$ cat config.mk
export PLATFORM = sky130hd
export DESIGN_NAME = decoder38_scan_ctrl
export DESIGN_NICKNAME = d
export VERILOG_FILES = /design/src/rtl/decoder38_scan_ctrl.sv
export SDC_FILE = /design/constraint.sdc
export NUM_CORES = 1
export LEC_CHECK = 0
export ABC_AREA = 1
export ABC_CLOCK_PERIOD_IN_PS = 2300
export BUFFER_PORTS_ARGS = -buffer_cell sky130_fd_sc_hd__buf_2
export CAP_MARGIN = 15
export CORE_MARGIN = 1
export CORE_UTILIZATION = 58
export CTS_CLUSTER_SIZE = 14
export DETAILED_ROUTE_END_ITERATION = 10
export PLACE_DENSITY = 0.81
export SETUP_SLACK_MARGIN = 0.3
export SYNTH_ARGS = -nofsm -noshare
export SYNTH_HDL_FRONTEND = slang
export SYNTH_SLANG_ARGS = --single-unit
$ cat constraint.sdc
create_clock -name i_clk -period 2.3 [get_ports i_clk]
set_input_delay 0.115 -clock i_clk [delete_from_list [all_inputs] [get_ports i_clk]]
set_output_delay 0.115 -clock i_clk [all_outputs]
set_load 0.05 [all_outputs]
$ cat src/rtl/decoder38_scan_ctrl.sv
// Select/polarity sequencer feeding a 3-to-8 decoder.
// Prescaled steps in up/down/ping-pong/hold order, continuous or one-shot.
module decoder38_scan_ctrl #(
    parameter int CNT_W = 16
) (
    input  logic             i_clk,
    input  logic             i_rst_n,
    input  logic             i_en,
    input  logic [1:0]       i_mode,
    input  logic             i_oneshot,
    input  logic             i_start,
    input  logic             i_load,
    input  logic [2:0]       i_load_val,
    input  logic             i_pol,
    input  logic [CNT_W-1:0] i_div,
    output logic [2:0]       o_sel,
    output logic             o_opt,
    output logic             o_step,
    output logic             o_busy,
    output logic             o_done
);

    localparam logic [1:0] S_IDLE = 2'd0;
    localparam logic [1:0] S_RUN  = 2'd1;
    localparam logic [1:0] S_DONE = 2'd2;

    localparam logic [1:0] M_UP   = 2'd0;
    localparam logic [1:0] M_DN   = 2'd1;
    localparam logic [1:0] M_PP   = 2'd2;
    localparam logic [1:0] M_HOLD = 2'd3;

    logic [1:0]       state_q, state_d;
    logic             dir_q, dir_d;
    logic [CNT_W-1:0] cnt_q, cnt_d;
    logic [3:0]       sweep_q, sweep_d;
    logic [2:0]       sel_q, sel_d;
    logic             opt_q, opt_d;
    logic             step_q, step_d;

    logic [CNT_W-1:0] div_eff;
    logic [CNT_W-1:0] div_m1;
    logic             tick;
    logic             pp_up;
    logic [4:0]       sweep_nx;
    logic [4:0]       sweep_lim;
    logic             done_hit;

    assign div_eff = (i_div == '0) ? CNT_W'(1) : i_div;
    assign div_m1  = div_eff - CNT_W'(1);
    assign tick    = (state_q == S_RUN) && i_en && (cnt_q == div_m1);

    // Endpoints force the turn so 0 and 7 are never repeated.
    assign pp_up = (sel_q == 3'd0) ? 1'b1 :
                   (sel_q == 3'd7) ? 1'b0 : dir_q;

    assign sweep_nx  = {1'b0, sweep_q} + 5'd1;
    assign sweep_lim = (i_mode == M_PP) ? 5'd14 : 5'd8;
    assign done_hit  = i_oneshot && (sweep_nx >= sweep_lim);

    always_comb begin
        state_d = state_q;
        dir_d   = dir_q;
        cnt_d   = cnt_q;
        sweep_d = sweep_q;
        sel_d   = sel_q;
        opt_d   = opt_q;
        step_d  = 1'b0;

        unique case (state_q)
            S_IDLE: begin
                if (i_en && (!i_oneshot || i_start)) begin
                    state_d = S_RUN;
                    cnt_d   = '0;
                    sweep_d = '0;
                end
            end
            S_RUN: begin
                if (!i_en) begin
                    state_d = S_IDLE;
                end else if (cnt_q >= div_m1) begin
                    cnt_d = '0;
                end else begin
                    cnt_d = cnt_q + CNT_W'(1);
                end
            end
            S_DONE: begin
                state_d = S_IDLE;
            end
            default: begin
                state_d = S_IDLE;
            end
        endcase

        if (tick && !i_load) begin
            step_d  = 1'b1;
            opt_d   = i_pol;
            sweep_d = sweep_nx[3:0];
            unique case (i_mode)
                M_UP:   sel_d = sel_q + 3'd1;
                M_DN:   sel_d = sel_q - 3'd1;
                M_PP: begin
                    dir_d = pp_up;
                    sel_d = pp_up ? sel_q + 3'd1 : sel_q - 3'd1;
                end
                M_HOLD: sel_d = sel_q;
            endcase
            if (done_hit) begin
                state_d = S_DONE;
            end
        end

        // A load wins over a coincident tick; that tick is dropped.
        if (i_load) begin
            sel_d = i_load_val;
            opt_d = i_pol;
            dir_d = 1'b1;
            cnt_d = '0;
        end
    end

    always_ff @(posedge i_clk or negedge i_rst_n) begin
        if (!i_rst_n) begin
            state_q <= S_IDLE;
            dir_q   <= 1'b1;
            cnt_q   <= '0;
            sweep_q <= '0;
            sel_q   <= '0;
            opt_q   <= 1'b0;
            step_q  <= 1'b0;
        end else begin
            state_q <= state_d;
            dir_q   <= dir_d;
            cnt_q   <= cnt_d;
            sweep_q <= sweep_d;
            sel_q   <= sel_d;
            opt_q   <= opt_d;
            step_q  <= step_d;
        end
    end

    assign o_sel  = sel_q;
    assign o_opt  = opt_q;
    assign o_step = step_q;
    assign o_busy = (state_q == S_RUN);
    assign o_done = (state_q == S_DONE);

endmodule
==> out/qor.csv <==
stage,metric,value,unit
status,status,"complete, but fails checks",
status,violations,negative setup slack,
worst_setup_path,worstPathArrival,2.55,ns
detailed_routing,firstDrtPassIters,4,
synthesis,synth_area,2441,um^2
global_routing,grt_use_met2,55.93,%
worst_setup_path,start_kind,primary input,
worst_hold_path,hold_depth,2,
clocking,numCtsBuffers,3,
synthesis,ys_seq_elements,28,
worst_setup_path,reg2reg_from,cnt_q[7],
placed_design,port_buffers,34,
die,die_h,66.88,um
worst_hold_path,min_to,o_opt,
clocking,clock_tree.root_cell,clkbuf_8,
global_routing,grt_pass1_wl,9439,um
sta,min_period,2.339,ns
final_layout,antenna_cells,0,
final_layout,multiInputGateArea,1789,um^2
power,powerDensity,363.0,nW/um^2
sta,final_hold_viol_count,0,
global_routing,met3_usage,1.541,%
die,die_area,4472,um^2
final_layout,register_area,701.9,um^2
detailed_routing,totalWireLength,6499,um
synthesis,netlist_instances,329,
die,core-area,4029,um^2
detailed_routing,num_vias,2453,
final_layout,drive_gt1_share,38.69,%
synthesis,syn_avg_cell_area,7.420,um^2
synthesis,yosysWarningCount,0,
sta,rsz0062_at_grt,true,
worst_setup_path,required,2.51,ns
clocking,cts.sinks,28,
die,start_util,60.59,%
detailed_routing,vias_per_cell,5.321,
detailed_routing,first_iter_violations,104,
worst_setup_path,critPathMaxFanout,7,
global_routing,grt_max_degree,29,
placed_design,placedCellCount,440,
clocking,h-tree-depth,1,
sta,post-route-period-util,101.7,%
global_routing,top_usage_layer,met2,
sta,slew_headroom,57.59,%
power,ir_worst_vdd,0.0003850,V
final_layout,syn_to_final_growth,38.70,%
sta,slew_viol_final,0,
global_routing,grtUsageTotal,27.59,%
detailed_routing,routedWlPerCell,14.10,um
sta,tightest_slew,0.6361,ns
worst_setup_path,cp_slowest_stage_delay,0.26,ns
synthesis,synth_fp_nets,385,
clocking,clk_pin_slew_worst_paths,0.10,ns
sta,setup_violations,14,
die,ios,35,
placed_design,place.gp.congestion,0.8611,
clocking,tritoncts,yes,
die,die_x,66.88,um
clocking,cts_buffer_depth,2,
synthesis,yosysSeqAreaShare,28.75,%
worst_setup_path,critical-path-slowest-cell,ha_1,
final_layout,final_common_cell,nand2_1,
worst_setup_path,end_kind,flip-flop,
final_layout,final_cells,461,
worst_setup_path,reg2regPathDepth,8,
worst_hold_path,hp-start,i_pol,
worst_hold_path,hold_class,in -> reg,
placed_design,dp_hpwl,4243,um
sta,fmax,0.4275,GHz
worst_setup_path,critical_path_class,in -> reg,
power,power_leakage,1.704,nW
final_layout,n_fill_cell,239,
synthesis,synth.distinct_cells,36,
final_layout,nNetsFinal,468,
detailed_routing,ant_nets,0,
sta,fin_skew,0.004783,ns
global_routing,first_global_vias,2330,
clocking,clkLatencyLatePin,0.27,ns
die,rows,23,
detailed_routing,drc,0,
sta,worst_slack,-0.03928,ns
worst_setup_path,r2r_slack,0.43,ns
worst_setup_path,cp_cell_sequence,buf_8 > nor2_4 > nand2_2 > nor2_2 > nand2_1 > nand2_2 > inv_2 > ha_4 > nand2_4 > nor3_4 > nand2_1 > xor2_1 > ha_1 > nand2_2 > a21oi_2 > nor2_2 > o21ai_2 > nor2_2 > nand4_2 > buf_6 > a21oi_2,
worst_setup_path,r2r_end,o_opt,
global_routing,antenna_found_initial,0,
job,drv_cap,0,
power,p_total,1.229,mW
global_routing,grt_util_met1,31.47,%
sta,timing.hold.ws,0.07973,ns
final_layout,final_cell_mix,"nand2_1 (73), buf_4 (45), inv_1 (31), ha_1 (27), dfrtp_1 (27)",
global_routing,gr-total-overflow,0,
-- cells by family after synthesis --
kind of cell	synth area share (%)
and+or+nand+nor	30.19
AOI/OAI and AO/OA	10.15
buffers and inverters	7.124
adders and majority gates	14.35
DFF	28.75
xor gates and xnor gates	8.970
muxes	0.4613
-- Yosys cell counts --
library cell,instances,area share (%)
nand2_1,83,13
inv_1,36,5.5
nor2_1,33,5.1
ha_1,28,14
dfrtp_1,27,28
nand3_1,22,4.5
xor2_1,18,6.5
a21oi_1,17,3.5
o21ai_0,9,1.8
xnor2_1,7,2.5
nand2_2,4,1.0
nand4_1,4,1.0
nor2_2,4,1.0
nor3_1,4,0.82
a21oi_2,3,1.1
a21boi_0,2,0.61
a21o_1,2,0.61
a31oi_1,2,0.51
buf_4,2,0.61
inv_2,2,0.31
nand3_2,2,0.82
nor2_4,2,0.92
o21ai_1,2,0.41
or2_2,2,0.51
a31o_2,1,0.36
buf_2,1,0.20
buf_6,1,0.46
dfstp_2,1,1.1
mux2_2,1,0.46
nand4_2,1,0.51
nor3_2,1,0.41
nor3b_4,1,0.77
o211ai_1,1,0.31
o21ai_2,1,0.36
o21bai_1,1,0.31
o22ai_1,1,0.26
-- report_power, final --
part	leakage [nW]	internal (mW)	switching, mW
clock network	0.0228	0.124	0.152
registers	0.378	0.509	0.0195
logic	1.30	0.175	0.249
total	1.70	0.808	0.421
-- worst max-delay path, delay by kind of cell --
family	cells	cell delay (ns)
xor gates and xnor gates	1	0.16
adders and majority gates	2	0.42
buffers and inverters	3	0.34
AOI/OAI and AO/OA	3	0.25
and+or+nand+nor	12	1.26
-- metrics by stage --
step                setup WS, ns  utilization, %  TNS [ns]  area, um^2
floorplan                0.03858               -         0        2544
global placement         -0.2305           73.82    -4.145        2974
detailed placement       -0.2786           73.82    -5.945        2974
CTS                      0.06300           80.56         0        3246
global route             -0.1741           84.04    -3.320        3386
finish                  -0.03928           84.04   -0.3748        3386
-- per-layer routing --
layer	share of wire, %	routed length, um
met5	0	0
met2	53	3453
met3	3.2	209
met1	41	2688
met4	2.3	148
-- area by class of cell --
cell class	instances	area share [%]
Tap cell	50	1.848
Clock buffer	4	1.330
Inverter	38	4.213
Multi-Input combinational cell	259	52.85
Timing Repair Buffer	82	19.03
Sequential cell	28	20.73
-- registers in the layout, indices dropped and copies added (netlist names) --
signal,count
cnt_q,16
o_sel,3
o_step,1
dir_q,1
state_q,2
o_opt,1
sweep_q,4
-- what timing repair did --
item / 4_1_cts / 5_1_grt
hold endpoints to repair: 27 / 0
gates resized for setup: 36 / 22
pin swaps: 24 / 32
hold buffers: 1 / 0
setup endpoints to repair: 28 / 28
buffers inserted: 8 / 8
-- how the worst max path moves through the flow --
| stage | start | endpoint | slack [ns] | cells past startpoint |
|---|---|---|---|---|
| 2_1_floorplan | i_div[6] | o_opt | 0.04 | 19 |
| 3_3_place_gp | i_div[14] | o_opt | -0.23 | 20 |
| 3_5_place_dp | i_div[14] | o_opt | -0.28 | 20 |
| 4_1_cts | i_div[13] | cnt_q[10] | 0.06 | 21 |
| 5_1_grt | i_div[4] | cnt_q[14] | -0.17 | 19 |
| 6_report | i_div[4] | cnt_q[3] | -0.04 | 21 |
No activity file was read; power rests on OpenSTA's default activity.
